--- src/rtl/pc_unit_pkg.sv ---
// Shared encodings for the program-counter unit: next-PC selects,
// exception FSM states and default vector addresses.
package pc_unit_pkg;

    localparam logic [2:0] NPC_SEQ = 3'd0;
    localparam logic [2:0] NPC_BR  = 3'd1;
    localparam logic [2:0] NPC_J   = 3'd2;
    localparam logic [2:0] NPC_JAL = 3'd3;
    localparam logic [2:0] NPC_JR  = 3'd4;

    localparam logic [0:0] ST_NORM = 1'b0;
    localparam logic [0:0] ST_EXC  = 1'b1;

    localparam logic [31:0] DEF_RESET_VEC = 32'h0000_0000;
    localparam logic [31:0] DEF_EXC_VEC   = 32'h0000_0180;

endpackage

--- src/rtl/pc_unit_if.sv ---
// Bundle between control FSM / datapath / CP0 and the PC unit.
// master = the surrounding CPU, slave = pc_unit.
interface pc_unit_if #(parameter int AW = 32);

    logic          pc_wr;
    logic [2:0]    npc_sel;
    logic [15:0]   imm16;
    logic [25:0]   target26;
    logic [AW-1:0] jr_addr;
    logic          exc_req;
    logic          eret;

    logic [AW-1:0] pc;
    logic [AW-1:0] pc_plus4;
    logic [AW-1:0] epc;
    logic          exl;
    logic [AW-1:0] ras_top;
    logic          ras_valid;
    logic          addr_err;

    modport master (
        output pc_wr, npc_sel, imm16, target26, jr_addr, exc_req, eret,
        input  pc, pc_plus4, epc, exl, ras_top, ras_valid, addr_err
    );

    modport slave (
        input  pc_wr, npc_sel, imm16, target26, jr_addr, exc_req, eret,
        output pc, pc_plus4, epc, exl, ras_top, ras_valid, addr_err
    );

endinterface

--- src/rtl/pc_unit_ras.sv ---
// Return-address stack: circular buffer with pointer and occupancy count.
// A push into a full stack overwrites the oldest entry; a pop on an empty
// stack does nothing. Popped entries are not cleared, only the count moves.
module pc_ras #(
    parameter int AW        = 32,
    parameter int RAS_DEPTH = 4
) (
    input  logic          clk,
    input  logic          rst,
    input  logic          push,
    input  logic          pop,
    input  logic [AW-1:0] push_data,
    output logic [AW-1:0] top,
    output logic          valid
);

    localparam int PW = $clog2(RAS_DEPTH);
    localparam logic [PW:0]   DEPTH_C = (PW+1)'(RAS_DEPTH);
    localparam logic [PW:0]   CNT_ONE = (PW+1)'(1'b1);
    localparam logic [PW-1:0] PTR_ONE = PW'(1'b1);

    logic [AW-1:0] mem_r [RAS_DEPTH];
    logic [PW-1:0] ptr_r;
    logic [PW:0]   count_r;
    logic [AW-1:0] top_s;

    // Stack storage, write pointer and occupancy; push has priority over pop.
    always_ff @(posedge clk or posedge rst) begin
        if (rst) begin
            for (int i = 0; i < RAS_DEPTH; i++) begin
                mem_r[i] <= {AW{1'b0}};
            end
            ptr_r   <= {PW{1'b0}};
            count_r <= {(PW+1){1'b0}};
        end else if (push) begin
            mem_r[ptr_r] <= push_data;
            ptr_r        <= ptr_r + PTR_ONE;
            if (count_r != DEPTH_C) begin
                count_r <= count_r + CNT_ONE;
            end
        end else if (pop && (count_r != {(PW+1){1'b0}})) begin
            ptr_r   <= ptr_r - PTR_ONE;
            count_r <= count_r - CNT_ONE;
        end
    end

    // Most recent entry, forced to zero while the stack is empty.
    always_comb begin
        top_s = {AW{1'b0}};
        if (count_r != {(PW+1){1'b0}}) begin
            top_s = mem_r[ptr_r - PTR_ONE];
        end else begin
            top_s = {AW{1'b0}};
        end
    end

    assign top   = top_s;
    assign valid = (count_r != {(PW+1){1'b0}});

endmodule

--- src/rtl/pc_unit.sv ---
// Program-counter unit: next-PC selection, PC/EPC registers, exception
// mode FSM (NORM/EXC), sticky JR misalignment flag and a return-address
// stack that is a prediction hint only (PC is never loaded from it).
module pc_unit
    import pc_unit_pkg::*;
#(
    parameter int            AW        = 32,
    parameter logic [AW-1:0] RESET_VEC = DEF_RESET_VEC,
    parameter logic [AW-1:0] EXC_VEC   = DEF_EXC_VEC,
    parameter int            RAS_DEPTH = 4
) (
    input  logic     clk,
    input  logic     rst,
    pc_unit_if.slave bus
);

    localparam logic [AW-1:0] FOUR_C      = {{(AW-3){1'b0}}, 3'b100};
    localparam logic [AW-1:0] RESET_PC_C  = {RESET_VEC[AW-1:2], 2'b00};
    localparam logic [AW-1:0] EXC_PC_C    = {EXC_VEC[AW-1:2], 2'b00};

    logic [AW-1:0] pc_r, epc_r;
    logic [0:0]    state_r;
    logic          aerr_r;

    logic [AW-1:0] pc_nxt_s, epc_nxt_s;
    logic [0:0]    state_nxt_s;
    logic          aerr_nxt_s;
    logic          push_s, pop_s;

    logic [AW-1:0] pc_plus4_s, br_tgt_s, j_tgt_s, jr_tgt_s;

    assign pc_plus4_s = pc_r + FOUR_C;
    assign br_tgt_s   = pc_plus4_s + {{(AW-18){bus.imm16[15]}}, bus.imm16, 2'b00};
    assign jr_tgt_s   = {bus.jr_addr[AW-1:2], 2'b00};

    // Jump region bits come from pc+4 only when the address is wider than the target field.
    generate
        if (AW > 28) begin : g_jwide
            assign j_tgt_s = {pc_plus4_s[AW-1:28], bus.target26, 2'b00};
        end else begin : g_jnarrow
            assign j_tgt_s = {bus.target26, 2'b00};
        end
    endgenerate

    // Next-state selection: exception entry, then ERET, then normal PC write.
    always_comb begin
        pc_nxt_s    = pc_r;
        epc_nxt_s   = epc_r;
        state_nxt_s = state_r;
        aerr_nxt_s  = aerr_r;
        push_s      = 1'b0;
        pop_s       = 1'b0;
        if (bus.exc_req) begin
            pc_nxt_s    = EXC_PC_C;
            state_nxt_s = ST_EXC;
            if (state_r == ST_NORM) begin
                epc_nxt_s = pc_r;
            end else begin
                epc_nxt_s = epc_r;
            end
        end else if (bus.eret && (state_r == ST_EXC)) begin
            pc_nxt_s    = epc_r;
            state_nxt_s = ST_NORM;
        end else if (bus.pc_wr) begin
            case (bus.npc_sel)
                NPC_SEQ: pc_nxt_s = pc_plus4_s;
                NPC_BR:  pc_nxt_s = br_tgt_s;
                NPC_J:   pc_nxt_s = j_tgt_s;
                NPC_JAL: begin
                    pc_nxt_s = j_tgt_s;
                    push_s   = 1'b1;
                end
                NPC_JR: begin
                    pc_nxt_s = jr_tgt_s;
                    pop_s    = 1'b1;
                    if (bus.jr_addr[1:0] != 2'b00) begin
                        aerr_nxt_s = 1'b1;
                    end else begin
                        aerr_nxt_s = aerr_r;
                    end
                end
                default: pc_nxt_s = pc_r;
            endcase
        end else begin
            pc_nxt_s = pc_r;
        end
    end

    // Architectural registers: PC, EPC, exception mode and sticky address error.
    always_ff @(posedge clk or posedge rst) begin
        if (rst) begin
            pc_r    <= RESET_PC_C;
            epc_r   <= {AW{1'b0}};
            state_r <= ST_NORM;
            aerr_r  <= 1'b0;
        end else begin
            pc_r    <= pc_nxt_s;
            epc_r   <= epc_nxt_s;
            state_r <= state_nxt_s;
            aerr_r  <= aerr_nxt_s;
        end
    end

    pc_ras #(
        .AW        (AW),
        .RAS_DEPTH (RAS_DEPTH)
    ) u_ras (
        .clk       (clk),
        .rst       (rst),
        .push      (push_s),
        .pop       (pop_s),
        .push_data (pc_plus4_s),
        .top       (bus.ras_top),
        .valid     (bus.ras_valid)
    );

    assign bus.pc       = pc_r;
    assign bus.pc_plus4 = pc_plus4_s;
    assign bus.epc      = epc_r;
    assign bus.exl      = state_r[0];
    assign bus.addr_err = aerr_r;

endmodule

--- src/flat_wrapper.sv ---
// flat-port wrapper written by rule: the top's interface ports become plain ports
module pc_unit_flat import pc_unit_pkg::*;
#(
    parameter int            AW        = 32,
    parameter logic [AW-1:0] RESET_VEC = DEF_RESET_VEC,
    parameter logic [AW-1:0] EXC_VEC   = DEF_EXC_VEC,
    parameter int            RAS_DEPTH = 4
)
  (clk, rst, bus_pc_wr, bus_npc_sel, bus_imm16, bus_target26, bus_jr_addr, bus_exc_req, bus_eret, bus_pc, bus_pc_plus4, bus_epc, bus_exl, bus_ras_top, bus_ras_valid, bus_addr_err);
  pc_unit_if #(.AW(AW)) bus_i ();
  input  logic clk;
  input  logic rst;
  input wire logic [$bits(bus_i.pc_wr)-1:0] bus_pc_wr;
  input wire logic [$bits(bus_i.npc_sel)-1:0] bus_npc_sel;
  input wire logic [$bits(bus_i.imm16)-1:0] bus_imm16;
  input wire logic [$bits(bus_i.target26)-1:0] bus_target26;
  input wire logic [$bits(bus_i.jr_addr)-1:0] bus_jr_addr;
  input wire logic [$bits(bus_i.exc_req)-1:0] bus_exc_req;
  input wire logic [$bits(bus_i.eret)-1:0] bus_eret;
  output wire logic [$bits(bus_i.pc)-1:0] bus_pc;
  output wire logic [$bits(bus_i.pc_plus4)-1:0] bus_pc_plus4;
  output wire logic [$bits(bus_i.epc)-1:0] bus_epc;
  output wire logic [$bits(bus_i.exl)-1:0] bus_exl;
  output wire logic [$bits(bus_i.ras_top)-1:0] bus_ras_top;
  output wire logic [$bits(bus_i.ras_valid)-1:0] bus_ras_valid;
  output wire logic [$bits(bus_i.addr_err)-1:0] bus_addr_err;
  assign bus_i.pc_wr = bus_pc_wr;
  assign bus_i.npc_sel = bus_npc_sel;
  assign bus_i.imm16 = bus_imm16;
  assign bus_i.target26 = bus_target26;
  assign bus_i.jr_addr = bus_jr_addr;
  assign bus_i.exc_req = bus_exc_req;
  assign bus_i.eret = bus_eret;
  assign bus_pc = bus_i.pc;
  assign bus_pc_plus4 = bus_i.pc_plus4;
  assign bus_epc = bus_i.epc;
  assign bus_exl = bus_i.exl;
  assign bus_ras_top = bus_i.ras_top;
  assign bus_ras_valid = bus_i.ras_valid;
  assign bus_addr_err = bus_i.addr_err;
  pc_unit #(.AW(AW), .RESET_VEC(RESET_VEC), .EXC_VEC(EXC_VEC), .RAS_DEPTH(RAS_DEPTH)) u_core (.clk(clk), .rst(rst), .bus(bus_i));
endmodule
--- config.mk ---
export PLATFORM = sky130hd
export DESIGN_NAME = pc_unit_flat
export DESIGN_NICKNAME = d
export VERILOG_FILES = /design/src/rtl/pc_unit_pkg.sv /design/src/rtl/pc_unit_if.sv /design/src/rtl/pc_unit_ras.sv /design/src/rtl/pc_unit.sv /design/src/flat_wrapper.sv
export SDC_FILE = /design/constraint.sdc
export NUM_CORES = 1
export LEC_CHECK = 0
export CORE_MARGIN = 2
export CORE_UTILIZATION = 58
export DETAILED_ROUTE_END_ITERATION = 8
export PLACE_DENSITY = 0.84
export SLEW_MARGIN = 20
export SYNTH_ARGS = -nofsm -noshare
export SYNTH_HDL_FRONTEND = slang
export SYNTH_SLANG_ARGS = --single-unit
--- constraint.sdc ---
create_clock -name clk -period 13.45 [get_ports clk]
set_clock_uncertainty 0.1 [all_clocks]
set_input_delay 1.345 -clock clk [delete_from_list [all_inputs] [get_ports clk]]
set_output_delay 1.345 -clock clk [all_outputs]
set_load 0.05 [all_outputs]
# Yosys cells after proc, flatten, opt, wreduce, memory -nomap -nowiden
# Cells that the tools add are included.
# op_classes
reduce_logical,15
n_lt_le_gt_ge,3
add_sub_neg,6
bitwise,5
eq_ne,6
mux,26
# op_table
op,count
$mux W32,7
$bwmux W128,1
$pmux W32 S4,1
$bmux W32 S2,1
$demux W32 S2,1
$add A32 B3 Y32 const B,1
$add A32 B32 Y32,1
$mux W1,10
$mux W3,3
$eq A3 B2 Y1 const B,2
$ge A3 B3 Y1 const B,2
$not A2 Y3,2
$reduce_and A2 Y1,3
$reduce_bool A2 Y1,3
$reduce_bool A3 Y1,2
$reduce_bool A6 Y1,1
$reduce_and A5 Y1,1
$mux W2,2
$add A3 B1 Y3 const B,1
$eq A3 B1 Y1 const B,1
$eq A3 B3 Y1 const B,1
$logic_and A1 B1 Y1,3
$logic_not A3 Y1,1
$lt A3 B1 Y1 const B,1
7 further kinds,9
# totals
out_inout_bits,131
in_bits,82
register_bits,199

# Depth between registers and ports, before layout
# Gate-level depths: netlist (run 1).
# depth
word_depth,8
ltp_mapped,17
ltp_nobuf,16

# By module
# Synthesis (run 1) repeated with hierarchy kept, for this count alone.
# hier_totals
cells_unflattened,1109
hier_area_um2,12211.7
# by_module_without_submodules
mod,seq_area_each_um2,area_per_inst_um2,cells_per_inst,n_inst
pc_ras,3328.2,6153.4,389,1
pc_unit,1651.6,6058.3,720,1

# Worst setup path after synthesis (run 1)
# Ideal clock, no wire load.
# synth_path
path_kind,register to output
from,reg u_core.u_ras.ptr_r[0]
to,out bus_ras_top[27]
arrival_ns,3.812
t_required_ns,12.005
slack_ns,8.193
stages_incl_launch_ff,11
cell_sequence,dfrtp_1 > clkbuf_1 > buf_1 > buf_2 > inv_1 > ha_1 > clkbuf_1 > buf_1 > buf_2 > mux4_2 > nor2b_1
# synth_via
elab_chain_len,6
# synth_rtl
item,line,text
start: declaration,pc_unit_ras.sv:23,logic [PW-1:0] ptr_r;
start signal: assignment,pc_unit_ras.sv:33,ptr_r <= {PW{1'b0}};
start signal: assignment,pc_unit_ras.sv:37,ptr_r <= ptr_r + PTR_ONE;
start signal: assignment,pc_unit_ras.sv:42,ptr_r <= ptr_r - PTR_ONE;
$sub A2 B1 Y2,pc_unit_ras.sv:51,top_s = mem_r[ptr_r - PTR_ONE];
$not A2 Y3 (implied by the code),pc_unit_ras.sv:51,
$bmux W32 S2,pc_unit_ras.sv:51,
$mux W32 (implied by the code) (2 in a row),pc_unit_ras.sv:51,
$mux W32,pc_unit_ras.sv:50,if (count_r != {(PW+1){1'b0}}) begin
end: declaration,flat_wrapper.sv:24,output wire logic [$bits(bus_i.ras_top)-1:0] bus_ras_top;
# No other way between the ends. The select of a mux whose other input is x is not followed.

# Final worst setup path (run 1)
# layout_path
from,reg u_core.pc_r[2] (netlist: u_core.bus.pc[2])
to,out bus_pc_plus4[30]
# layout_via
elab_chain_len,1
# layout_rtl
item,line,text
start: declaration,pc_unit.sv:21,"logic [AW-1:0] pc_r, epc_r;"
start signal: assignment,pc_unit.sv:97,pc_r <= pc_nxt_s;
$add A32 B3 Y32,pc_unit.sv:32,assign pc_plus4_s = pc_r + FOUR_C;
end: declaration,flat_wrapper.sv:21,output wire logic [$bits(bus_i.pc_plus4)-1:0] bus_pc_plus4;
# No other way between the ends.

==> results of run 1 <==
## layout by cell type (no fill, tap or decap), drive strengths merged, types with 6 or more instances in the layout
cell type / instances
buf: 15
nand4: 11
a21oi: 74
a21o: 11
a221oi: 17
clkinv: 6
and4: 9
o211ai: 7
nand2: 185
mux2: 40
and3: 6
nor3: 26
ha: 39
nand3: 23
xor2: 27
inv: 59
clkdlybuf4s50: 212
a211oi: 14
a31oi: 10
o22ai: 7
o21ai: 176
xnor2: 28
clkbuf: 17
nor2b: 39
nor2: 64
dfrtp: 199
mux4: 32
## stage by stage
| stage | setup WS [ps] | instances | hold WS [ps] |
|---|---|---|---|
| after floorplan | 6580 | 1247 | 345 |
| after detailed placement | 8220 | 1667 | 366 |
| final | 8040 | 1700 | 380 |
| after global routing | 7880 | 1700 | 405 |
| after CTS | 8160 | 1699 | 384 |
| after global placement | 8350 | 1667 | 356 |
## flip-flops by register name, summed over array words and instances, names as in the netlist
| signal | cells |
|---|---|
| u_core.u_ras.count_r | 3 |
| u_core.bus.exl | 1 |
| u_core.bus.addr_err | 1 |
| u_core.bus.epc | 32 |
| u_core.bus.pc | 32 |
| u_core.u_ras.ptr_r | 2 |
| u_core.u_ras.mem_r | 128 |
## routing by layer
metal / global-route usage / vias up / share of wire
li1: - / 4812 / -
met1: 0.470 / 5319 / 0.40
met2: 0.547 / 689 / 0.47
met3: 0.0616 / 99 / 0.094
met4: 0.141 / 0 / 0.036
met5: 0 / - / 0
## cells by family (layout without fill, tap and decap cells)
logic type	count (synthesis)	count (layout)	synth area share
simple gates	380	380	0.151
compound gates	371	371	0.188
flops	199	199	0.423
buf+inv	128	310	0.0502
mux	73	73	0.100
xor+xnor	55	55	0.0431
fa+ha+maj	41	41	0.0448
other cells	0	1	0
## path summary, 6_finish.rpt
path / slack (ps) / cells past startpoint / start / endpoint
max: 8040 / 8 / u_core.bus.pc[2] / bus_pc_plus4[30]
min in group asynchronous: 1340 / 2 / rst / u_core.u_ras.mem_r[76]
min reg2reg: 380 / 2 / u_core.u_ras.mem_r[42] / u_core.u_ras.mem_r[42]
min: 380 / 2 / u_core.u_ras.mem_r[42] / u_core.u_ras.mem_r[42]
max in group asynchronous: 10400 / 3 / rst / u_core.u_ras.count_r[1]
max reg2reg: 8540 / 14 / u_core.bus.pc[2] / u_core.bus.pc[28]
## cell type report
| class | instances | area, µm² |
|---|---|---|
| fillers | 1473 | 5500 |
| multi-input cells | 920 | 6260 |
| diodes | 1 | 2.50 |
| clock buffers | 17 | 425 |
| repair buffers | 227 | 2230 |
| clock inverters | 15 | 173 |
| inverters | 51 | 199 |
| well taps | 270 | 338 |
| flip-flops and latches | 199 | 4980 |
## tightest hold or removal path: cells and delay by family (launching register included)
kind | cells | cell delay [ps]
flip-flops | 1 | 340
AO/OA/AOI/OAI | 1 | 60
AND/OR/NAND/NOR | 1 | 40
## power by group
| group | internal [µW] | switching (µW) |
|---|---|---|
| Combinational | 288 | 456 |
| Sequential | 661 | 58.3 |
| Clock | 252 | 268 |
==> impl_summary.md, run 1 <==
Run status
The run finished with clean final reports.

Route
Dividing the detail-routed wire length by the instance count gives 21.7 µm. The total iterations of the first detailed-routing run is 6. For this run, design rule violations remaining after detail routing come to 0. The detailed-route wire length is around 37 mm.

In this run the remaining antenna-violating nets after routing total 0. The number of DRC violations after detailed-routing iteration 0 is 1139. The detail-routed via count per cell is about 6.4.

The total via count in the routed design is 10900.

Synthesis
After synthesis, the netlist uses 71 different library cells. During synthesis, Yosys emitted a total of 0 warnings. The synthesized design contains 0 enable-type register cells.

For this run, asynchronously set or reset flops after synthesis account for 1.00. The flop and latch count out of synthesis is between 150 and 200. Sorting the synthesized cells by how often they occur yields 199 x sky130_fd_sc_hd__dfrtp_1, 185 x sky130_fd_sc_hd__nand2_1, 176 x sky130_fd_sc_hd__o21ai_0. By area the synthesized netlist is led by sky130_fd_sc_hd__dfrtp_1 42%, sky130_fd_sc_hd__o21ai_0 7.5%, sky130_fd_sc_hd__mux4_2 6.1%, sky130_fd_sc_hd__nand2_1 5.9%, sky130_fd_sc_hd__ha_1 4.1%. The number of nets handed over by synthesis was ~1400. The largest total area in the synthesized netlist belongs to sky130_fd_sc_hd__dfrtp_1. The cell area after synthesis is approximately 12000 µm². The leading register cell type out of synthesis is sky130_fd_sc_hd__dfrtp_1. The number of cells produced by synthesis is between 1000 and 1500. The most numerous cell in the Yosys netlist is sky130_fd_sc_hd__dfrtp_1.

Averaged over all synthesized cells, the footprint is 9.45 µm². For this run, the register share of the synthesized area comes to 0.423. Of the post-synthesis cell area, the dominant cell type holds 0.423.

Clock tree
Post-CTS timing repair inserted 0 buffers for setup. The CTS buffer count is 17. The post-cts gate resize count is 0. CTS built an H-tree with a depth of 4.

After clock tree synthesis, the flow added hold-fix buffers numbering 0. The clock-pin slew of the registers on the worst-case setup and hold paths is 80 ps. The worst-case clock buffer depth is 2. The insertion delay of the later-clocked pin in the worst-skew pair is around 440 ps. TritonCTS built the clock tree. The clock root buffer is sky130_fd_sc_hd__clkbuf_16.

The clock sink total is 199.

Pwr
The leakage power is 0.00638 µW. After layout, the design draws a total of a little under 2000 µW. In this run the power density over the cells is approximately 140 nW/µm². Across the VDD grid, the largest voltage drop is between 0.1 and 0.15 mV.

Die
The core region is 20100 µm². The number of placed I/O pins is approximately 210. The die covers 21500 µm². Measured along the x axis, the die boundary spans 147 µm.

For this configuration, the core starts out at a cell density of 0.586. In this run the vertical extent of the chip is about 150 µm. In this run the core area contains between 50 and 60 standard-cell rows.

Setup path
The combined buffer and inverter count along the critical path is 2. Data on the critical path is required at its endpoint by ~12000 ps. In this design, the stage delay of the slowest critical-path cell is approximately 740 ps.

The category of the worst setup path capture point is an output port. The worst endpoint data arrival time is just under 4000 ps. Walking the worst path, the cells encountered are ha_1 -> and4_1 -> nand3_2 -> nor3_4 -> nand2_1 -> xnor2_1 -> inv_1 -> clkdlybuf4s50_1.

The cell class contributing the biggest share of worst-path delay is simple AND/OR/NAND/NOR gates. The slowest cell on the critical path is sky130_fd_sc_hd__clkdlybuf4s50_1. The category of the critical setup timing path is reg -> out. The element type at the critical path start is a flop. Along the worst path, the maximum fanout reaches 11.

Timing
The number of setup violations in the final report is 0. For the pin with the worst max-slew slack, the measured transition is around 1100 ps. Measured against its own limit, the worst slew margin works out to 0.258. The shortest clock period the worst path allows after layout is ~5400 ps.

In the final timing run, aggregate negative setup slack is 0 ps. Dividing the final minimum period by the clock period gives 0.402. Setup repair after global routing left no endpoint under its margin. The final hold violation count is 0. The max-slew violation count was 0. The achievable clock frequency is ~0.18 GHz.

Layout
Of the cells placed in the final design, the portion with a size suffix greater than 1 is 0.101. The area of all placed cells without fillers is roughly 15000 µm². The share of the core filled with cells in the final layout is 0.727. Relative to the synthesized area, the layout overhead comes to 23.9%.

The final layout contains about 1500 nets.

Worst hold path
The type of the most critical hold path is reg -> reg.

Global route
The number of antenna violations at the first check in global routing came to 1. The global routing usage summed across all routing layers is 0.344. The pin count of the biggest net entering global routing is about 130.

The via count of the first global-routing pass was 10600. The remaining global-route overflow is 0. The first global-routing pass estimated roughly 57 mm of wire.

Placement
Port buffering added approximately 210 buffers. The cell area after placement is approximately 14000 µm². The congestion estimate from routability-driven global placement came to 1.03. Detailed placement finished with a half-perimeter wire length of approximately 25 mm.

Job
The number of max-capacitance violations reported is 0.
(Power assumes the default switching activity.)
==> inputs of run 2 (changes only) <==
Settings changed: CORE_UTILIZATION 58 to 54, PLACE_DENSITY 0.84 to 0.79.
Clock period 13.45 ns to 5.55 ns, I/O delays scaled along.
==> impl_summary.md, run 2 (synthesis gave the netlist of run 1 again) <==
Layout
Once layout is complete, the utilization of the core stands at 0.684. The leading cell type in the layout, fill and taps excluded is sky130_fd_sc_hd__clkdlybuf4s50_1. Summing all flip-flop and latch instances after layout gives about 5000 µm². Excluding fillers, the count of instances in the completed layout stands at 1727. The number of fill cells is ~1700. Of the cells placed in the final design, the portion with a size suffix greater than 1 is 0.109. The flip-flop count of the largest register, all copies and words added is between 100 and 150. In the final design database the tool counted between 1500 and 2000 nets. In the layout the commonest cells are 212 x sky130_fd_sc_hd__clkdlybuf4s50_1, 199 x sky130_fd_sc_hd__dfrtp_1, 185 x sky130_fd_sc_hd__nand2_1.

The layout overhead on the synthesized area is 25.5%. The number of antenna diodes in the final layout is 0. The largest register by flop count is u_core.u_ras.mem_r.

The area of combinational cells with multiple inputs is 6230 µm².

Placement
The count of placed standard cells including taps is 1694. The congestion estimate from routability-driven global placement came to ~1. In this run the tool buffered the top-level ports with 212 buffer cells.

Once detailed placement completed, the half-perimeter wirelength came to 28.5 mm.

Pwr
Of the total power, the share spent switching nets is 0.386. Of the total power, combinational logic draws 0.377. The power density over cell area is 328 nW/µm². The share of total power dissipated in sequential elements is 0.360.

The share of total power dissipated in the clock network is 0.264. Summed over all nets, the switching power comes to around 1900 µW. The worst-case IR drop observed on VDD is 0.205 mV. The leakage power is 0.00647 µW. The internal power is 2980 µW.

Clock tree
After clock tree synthesis, the clock-pin slew on the worst setup and hold paths is 80 ps. TritonCTS built the clock tree. The count of buffers added by post-CTS timing repair for setup is 0. The number of hold buffers added after CTS was 0. Clock tree synthesis found a total of around 200 sinks.

Post-CTS repair changed the size of 0 cells. The worst-case clock buffer depth is 2. The clock root buffer is sky130_fd_sc_hd__clkbuf_16. The clock tree synthesis step divided the H-tree into 4 levels. The insertion delay of the later-clocked pin in the worst-skew pair is 440 ps. TritonCTS created 17 clock buffers.

Route
The routed metal-1 wire length is 16.7 mm. Before antenna repair, the detailed router went through 5 iterations. The routed design has 39.5 mm of wire. Routed signal wires occupy layers up through met5. The total via count in the routed design is 10800.

The detail-routed via count per cell is a little over 6. After the first detailed-routing iteration, the DRC count stood at approximately 1100. The met3 wirelength from detailed routing is roughly 3.6 mm. After detailed routing, the average wire length per cell comes to between 20 and 25 µm. The number of DRC violations after detailed routing is 0. In the detailed route, the total length drawn on met2 is between 15 and 20 mm. In this run the remaining antenna-violating nets after routing total 0.

Global route
Entering global routing, the biggest net connects 115 pins. Summed over all layers, the global routing overflow is 0. The global routing usage summed across all routing layers is 0.351. The wire length of the first global-routing pass is 60.1 mm. The number of antenna violations at the first check in global routing came to 1. The via count of the first global-routing pass was roughly 11000.

Timing
Measured against its own limit, the worst slew margin works out to 0.292. The clock period could shrink to between 4000 and 5000 ps. The achievable clock frequency is ~0.22 GHz. Across all hold checks on the routed design, the worst slack comes to 298 ps.

The aggregate negative setup slack is 0 ps. The slew of the pin with the lowest slew margin is 1050 ps. The final hold violation count is 0. Setup repair after global routing left no endpoint under its margin. The max-slew violation count is 0. Setup violations remaining at the end of the flow were counted as 0. Dividing the final minimum period by the clock period gives 0.804.

Setup path
The slowest cell on the critical path is sky130_fd_sc_hd__dfrtp_1. The kind of cell with the highest combined delay along the critical path is compound AO/OA/AOI/OAI gates. The required time at the worst-slack endpoint is 5780 ps.

The largest incremental delay on the critical path is about 540 ps. The category of the worst setup path capture point is a flop. The signal on the critical path passes through ha_1 -> and4_1 -> nand3_1 -> xor2_1 -> inv_1 -> ha_1 -> and2_1 -> a221oi_1 -> a21oi_1 -> a21oi_1 -> o211ai_1 -> a311oi_1 -> xor2_1 -> o41ai_1.

The combined buffer and inverter count along the critical path is 1. The highest net fanout along the worst path is 11. STA classifies the critical path startpoint as a flop. The critical path is of the reg -> reg type.

Data on the critical path arrives at its endpoint at about 4700 ps.

Run status
The flow ran to the end, and the final reports show no timing, DRC or antenna violations.

Die
The die footprint is approximately 23000 µm². The die is 152 µm tall. For this configuration, the core starts out at a cell density of 0.545. around 210 I/O pins were placed. The floorplan row count is 54. The core region is 21600 µm².

The die is around 150 µm wide.

Job
The number of max-capacitance violations reported is 0.

Worst hold path
The path class of the tightest hold or removal check is in -> async.
==> run 2: cell types whose count changed in the layout (fill, tap and decap cells not counted), moves of 2 or more <==
cell	before	now
sky130_fd_sc_hd__buf_12	0	3
sky130_fd_sc_hd__buf_4	15	29
sky130_fd_sc_hd__clkbuf_8	0	3
sky130_fd_sc_hd__clkinv_8	4	1
sky130_fd_sc_hd__clkinvlp_4	1	3
sky130_fd_sc_hd__inv_6	5	2
==> run 2: through the flow <==
step	instance area [µm²]	power (µW)	worst slack, ps
2_1_floorplan	11800	2980	1080
3_3_place_gp	14200	3570	1290
3_5_place_dp	14200	3590	1270
4_1_cts	14800	4860	1230
5_1_grt	14800	5070	870
6_report	14800	4860	1090
==> run 2: final cells by class <==
class | count | share of cell area
repair buffers | 245 | 0.164
multi-input cells | 920 | 0.421
flip-flops and latches | 199 | 0.337
inverters | 51 | 0.0132
clock buffers | 21 | 0.0318
well taps | 280 | 0.0237
clock inverters | 11 | 0.00897
==> run 2: path summary, 6_finish.rpt <==
kind	from	to	slack (ps)	depth (start not counted)
setup / recovery	u_core.bus.pc[2]	u_core.bus.pc[30]	1090	14
hold / removal	rst	u_core.u_ras.mem_r[5]	300	2
setup reg to reg	u_core.bus.pc[2]	u_core.bus.pc[30]	1090	14
hold reg to reg	u_core.u_ras.mem_r[41]	u_core.u_ras.mem_r[41]	380	2
max in group asynchronous	rst	u_core.u_ras.mem_r[89]	3860	3
min in group clk	u_core.u_ras.mem_r[41]	u_core.u_ras.mem_r[41]	380	2
==> run 2: routing by layer <==
metal  vias to the layer above  track usage
met1                      5325        0.486
met3                        67       0.0916
li1                       4847            -
met5                         -            0
met2                       533        0.543
met4                         2        0.109
==> run 2: power groups by stage <==
stage	sequential (µW)	clock [µW]	combinational, µW
6_report	1750	1280	1830
5_1_grt	1760	1350	1960
4_1_cts	1740	1290	1830
3_5_place_dp	1770	0	1820
3_3_place_gp	1760	0	1810
2_1_floorplan	1880	0	1100
==> inputs of run 3 (changes only) <==
Settings changed: CORE_UTILIZATION 54 to 48, PLACE_DENSITY 0.79 to 0.74.
Clock period 5.55 ns to 3.7 ns, I/O delays scaled along.
==> impl_summary.md, run 3 (synthesis gave the netlist of run 1 again) <==
Layout
0 antenna diodes ended up in the layout. In the final layout, flip-flops and latches occupy 5000 µm². The area of combinational cells with multiple inputs is about 6600 µm². For this run, the share of the core covered by cells in the final layout is 0.667. The fraction of layout cells with a size suffix above 1 is 0.256. The layout overhead on the synthesized area is 37.1%. The leading cell type in the layout, fill and taps excluded is sky130_fd_sc_hd__nand2_1. The number of fill cells is slightly below 2000. Leaving out fill and tap cells, the most frequent cells in the layout are 185 x sky130_fd_sc_hd__nand2_1, 181 x sky130_fd_sc_hd__dfrtp_1, 177 x sky130_fd_sc_hd__clkdlybuf4s50_1.

u_core.u_ras.mem_r holds more flip-flops than any other register. The register with the most flip-flops in the layout has between 100 and 150 of them. The net count reported at finish is 1672.

The number of cells in the finished layout apart from fillers is 1885.

Clock tree
The CTS buffer count is 17. The clock sink total is 199. The count of hold-fix buffers inserted at cts is 0. The H-tree depth is 4.

The worst-case clock buffer depth is 2. TritonCTS built the clock tree. After clock tree synthesis, the clock-pin slew on the worst setup and hold paths is about 90 ps. The clock root buffer is sky130_fd_sc_hd__clkbuf_16. The insertion delay of the later-clocked pin in the worst-skew pair is roughly 450 ps.

Setup path
STA classifies the critical path endpoint as an output port. The category of the critical setup timing path is reg -> out. The largest incremental delay on the critical path is 790 ps.

Of all nets on the critical path, the largest fanout is 6. STA classifies the critical path startpoint as a flop. The worst endpoint data arrival time is about 3100 ps.

Counting both buffers and inverters, the worst setup path holds a total of 4. The cell occurring most often along the worst timing path is sky130_fd_sc_hd__buf_4. On the critical path, the stage with the largest delay is an instance of sky130_fd_sc_hd__clkdlybuf4s50_1. STA puts the critical path data required time at roughly 3200 ps.

The critical path goes through and4_4 -> nand4_4 -> buf_4 -> nor3_2 -> buf_4 -> and3_4 -> xnor2_4 -> inv_1 -> clkdlybuf4s50_1. The cell class contributing the biggest share of worst-path delay is buffers and inverters.

Worst hold path
The type of the most critical hold path is in -> async.

Die
The initial cell density of the core is 0.486. The die is around 160 µm wide. The floorplan row count is 57. During I/O placement, the number of pins put on the boundary was about 210. The die footprint is 25800 µm². The placeable core region is ~24000 µm². From bottom edge to top edge, the die measures about 160 µm.

Pwr
Of the total power, registers draw 0.344. The maximum resistive drop on vdd is 0.710 mV. The internal power of the cells totals approximately 4600 µW. The analysis attributes to cell leakage a power of slightly above 0.007 µW. Of the total power, the share spent switching nets is 0.396. The power density over cell area is approximately 470 nW/µm².

The combinational share of power is 0.401. The share of total power dissipated in the clock network is 0.255. The switching power total is around 3000 µW.

Route
In the routed layout, each cell is associated on average with a via count of just under 6. The detailed-route wire length is 42.3 mm. The detailed router finished its first iteration with about 1100 violations.

Summing over every cut layer, the via total after detailed routing is approximately 11000. The routed length per placed instance is about 22 µm. For this run, design rule violations remaining after detail routing come to 0. The number of routed nets with antenna violations is 0. The first TritonRoute pass finished after 5 iterations.

Timing
Summed over all failing endpoints, the final setup total negative slack is 0 ps. Measured against its own limit, the worst slew margin works out to 0.256. The worst path in the final design needs a cycle of 3540 ps, including I/O delays and setup. In the finished design, the share of the clock period the worst path needs comes to 0.956. At the pin with the least slew margin, the transition time is around 1100 ps. For this run, the top clock speed supported by timing is 0.283 GHz. The max-slew violation count was 0. The final hold violation count was 0.

The number of setup violations in the final report is 0.

Global route
The first global-routing pass estimated approximately 65 mm of wire. The number of antenna violations at the first check in global routing is 0. The via count of the first global-routing pass is around 11000. The remaining global-route overflow is 0. For this run, the total global-route usage over all layers was measured as 0.331. Entering global routing, the biggest net connects 87 pins.

Placement
Routability-driven placement finished with a final weighted congestion of roughly 1. After detailed placement, the design holds a cell count of 1850. Input and output buffers added on the ports amount to approximately 210. Detailed placement finished with a half-perimeter wire length of 31.1 mm.

Run status
The flow ran to the end, and the final reports show no timing, DRC or antenna violations.

Job
The number of max-capacitance violations reported is 0.
[run 3: cell types whose count changed in the layout (fill, tap and decap cells not counted), sizes merged, moves of 2 or more]
| cell | before | now |
|---|---|---|
| buf | 33 | 180 |
| clkinvlp | 3 | 1 |
| clkbuf | 21 | 17 |
| clkinv | 2 | 7 |
| clkdlybuf4s50 | 212 | 177 |
| dlygate4sd2 | 0 | 2 |
[run 3: cell type report]
class / instances / area share
Multi-Input combinational cell: 920 / 0.408
Sequential cell: 199 / 0.310
Timing Repair Buffer: 360 / 0.207
Clock buffer: 17 / 0.0263
Tap cell: 324 / 0.0251
Inverter: 51 / 0.0122
Clock inverter: 14 / 0.0111
[run 3: power groups by stage]
stage	clock network [µW]	registers (µW)	logic, µW
2_1_floorplan	0	2830	1700
3_3_place_gp	0	2620	2970
3_5_place_dp	0	2630	2990
4_1_cts	1940	2600	3000
5_1_grt	2020	2630	3230
6_report	1930	2600	3030
[run 3: what timing repair did]
action / in CTS / in global routing
pin swaps: 0 / 8
endpoints found under the setup margin: 11 / 22
setup buffers: 0 / 4
resized for setup: 8 / 39
[run 3: path summary, 6_finish.rpt]
path / start / to / slack, ps / cells past startpoint
min in group clk: u_core.u_ras.mem_r[126] / u_core.u_ras.mem_r[126] / 380 / 2
worst max register to register: u_core.bus.pc[18] / u_core.bus.pc[28] / 170 / 14
worst min-delay path: rst / u_core.u_ras.mem_r[4] / 330 / 3
worst max-delay path: u_core.bus.pc[4] / bus_pc_plus4[31] / 160 / 9
max in group asynchronous: rst / u_core.bus.pc[18] / 2700 / 3
worst min register to register: u_core.u_ras.mem_r[126] / u_core.u_ras.mem_r[126] / 380 / 2
[run 3: routing by layer]
layer | track usage | routed length [µm]
met1 | 0.465 | 18100
met2 | 0.516 | 19200
met3 | 0.0783 | 3780
met4 | 0.0970 | 1130
met5 | 0 | 0
[run 3: worst min-delay path: stages]
cell,delay [ps]
sky130_fd_sc_hd__clkdlybuf4s50_1,440
sky130_fd_sc_hd__clkinvlp_4,140
sky130_fd_sc_hd__buf_12,350
[run 3: metrics by stage]
stage               hold slack (ps)  area (µm²)  power (µW)  setup slack, ps
floorplan                       345       12000        4530            0.347
global placement                356       15300        5580             -115
detailed placement              361       15300        5610            -85.6
CTS                             367       16000        7540             3.09
global route                    398       16200        7880            -26.6
finish                          329       16200        7550              161
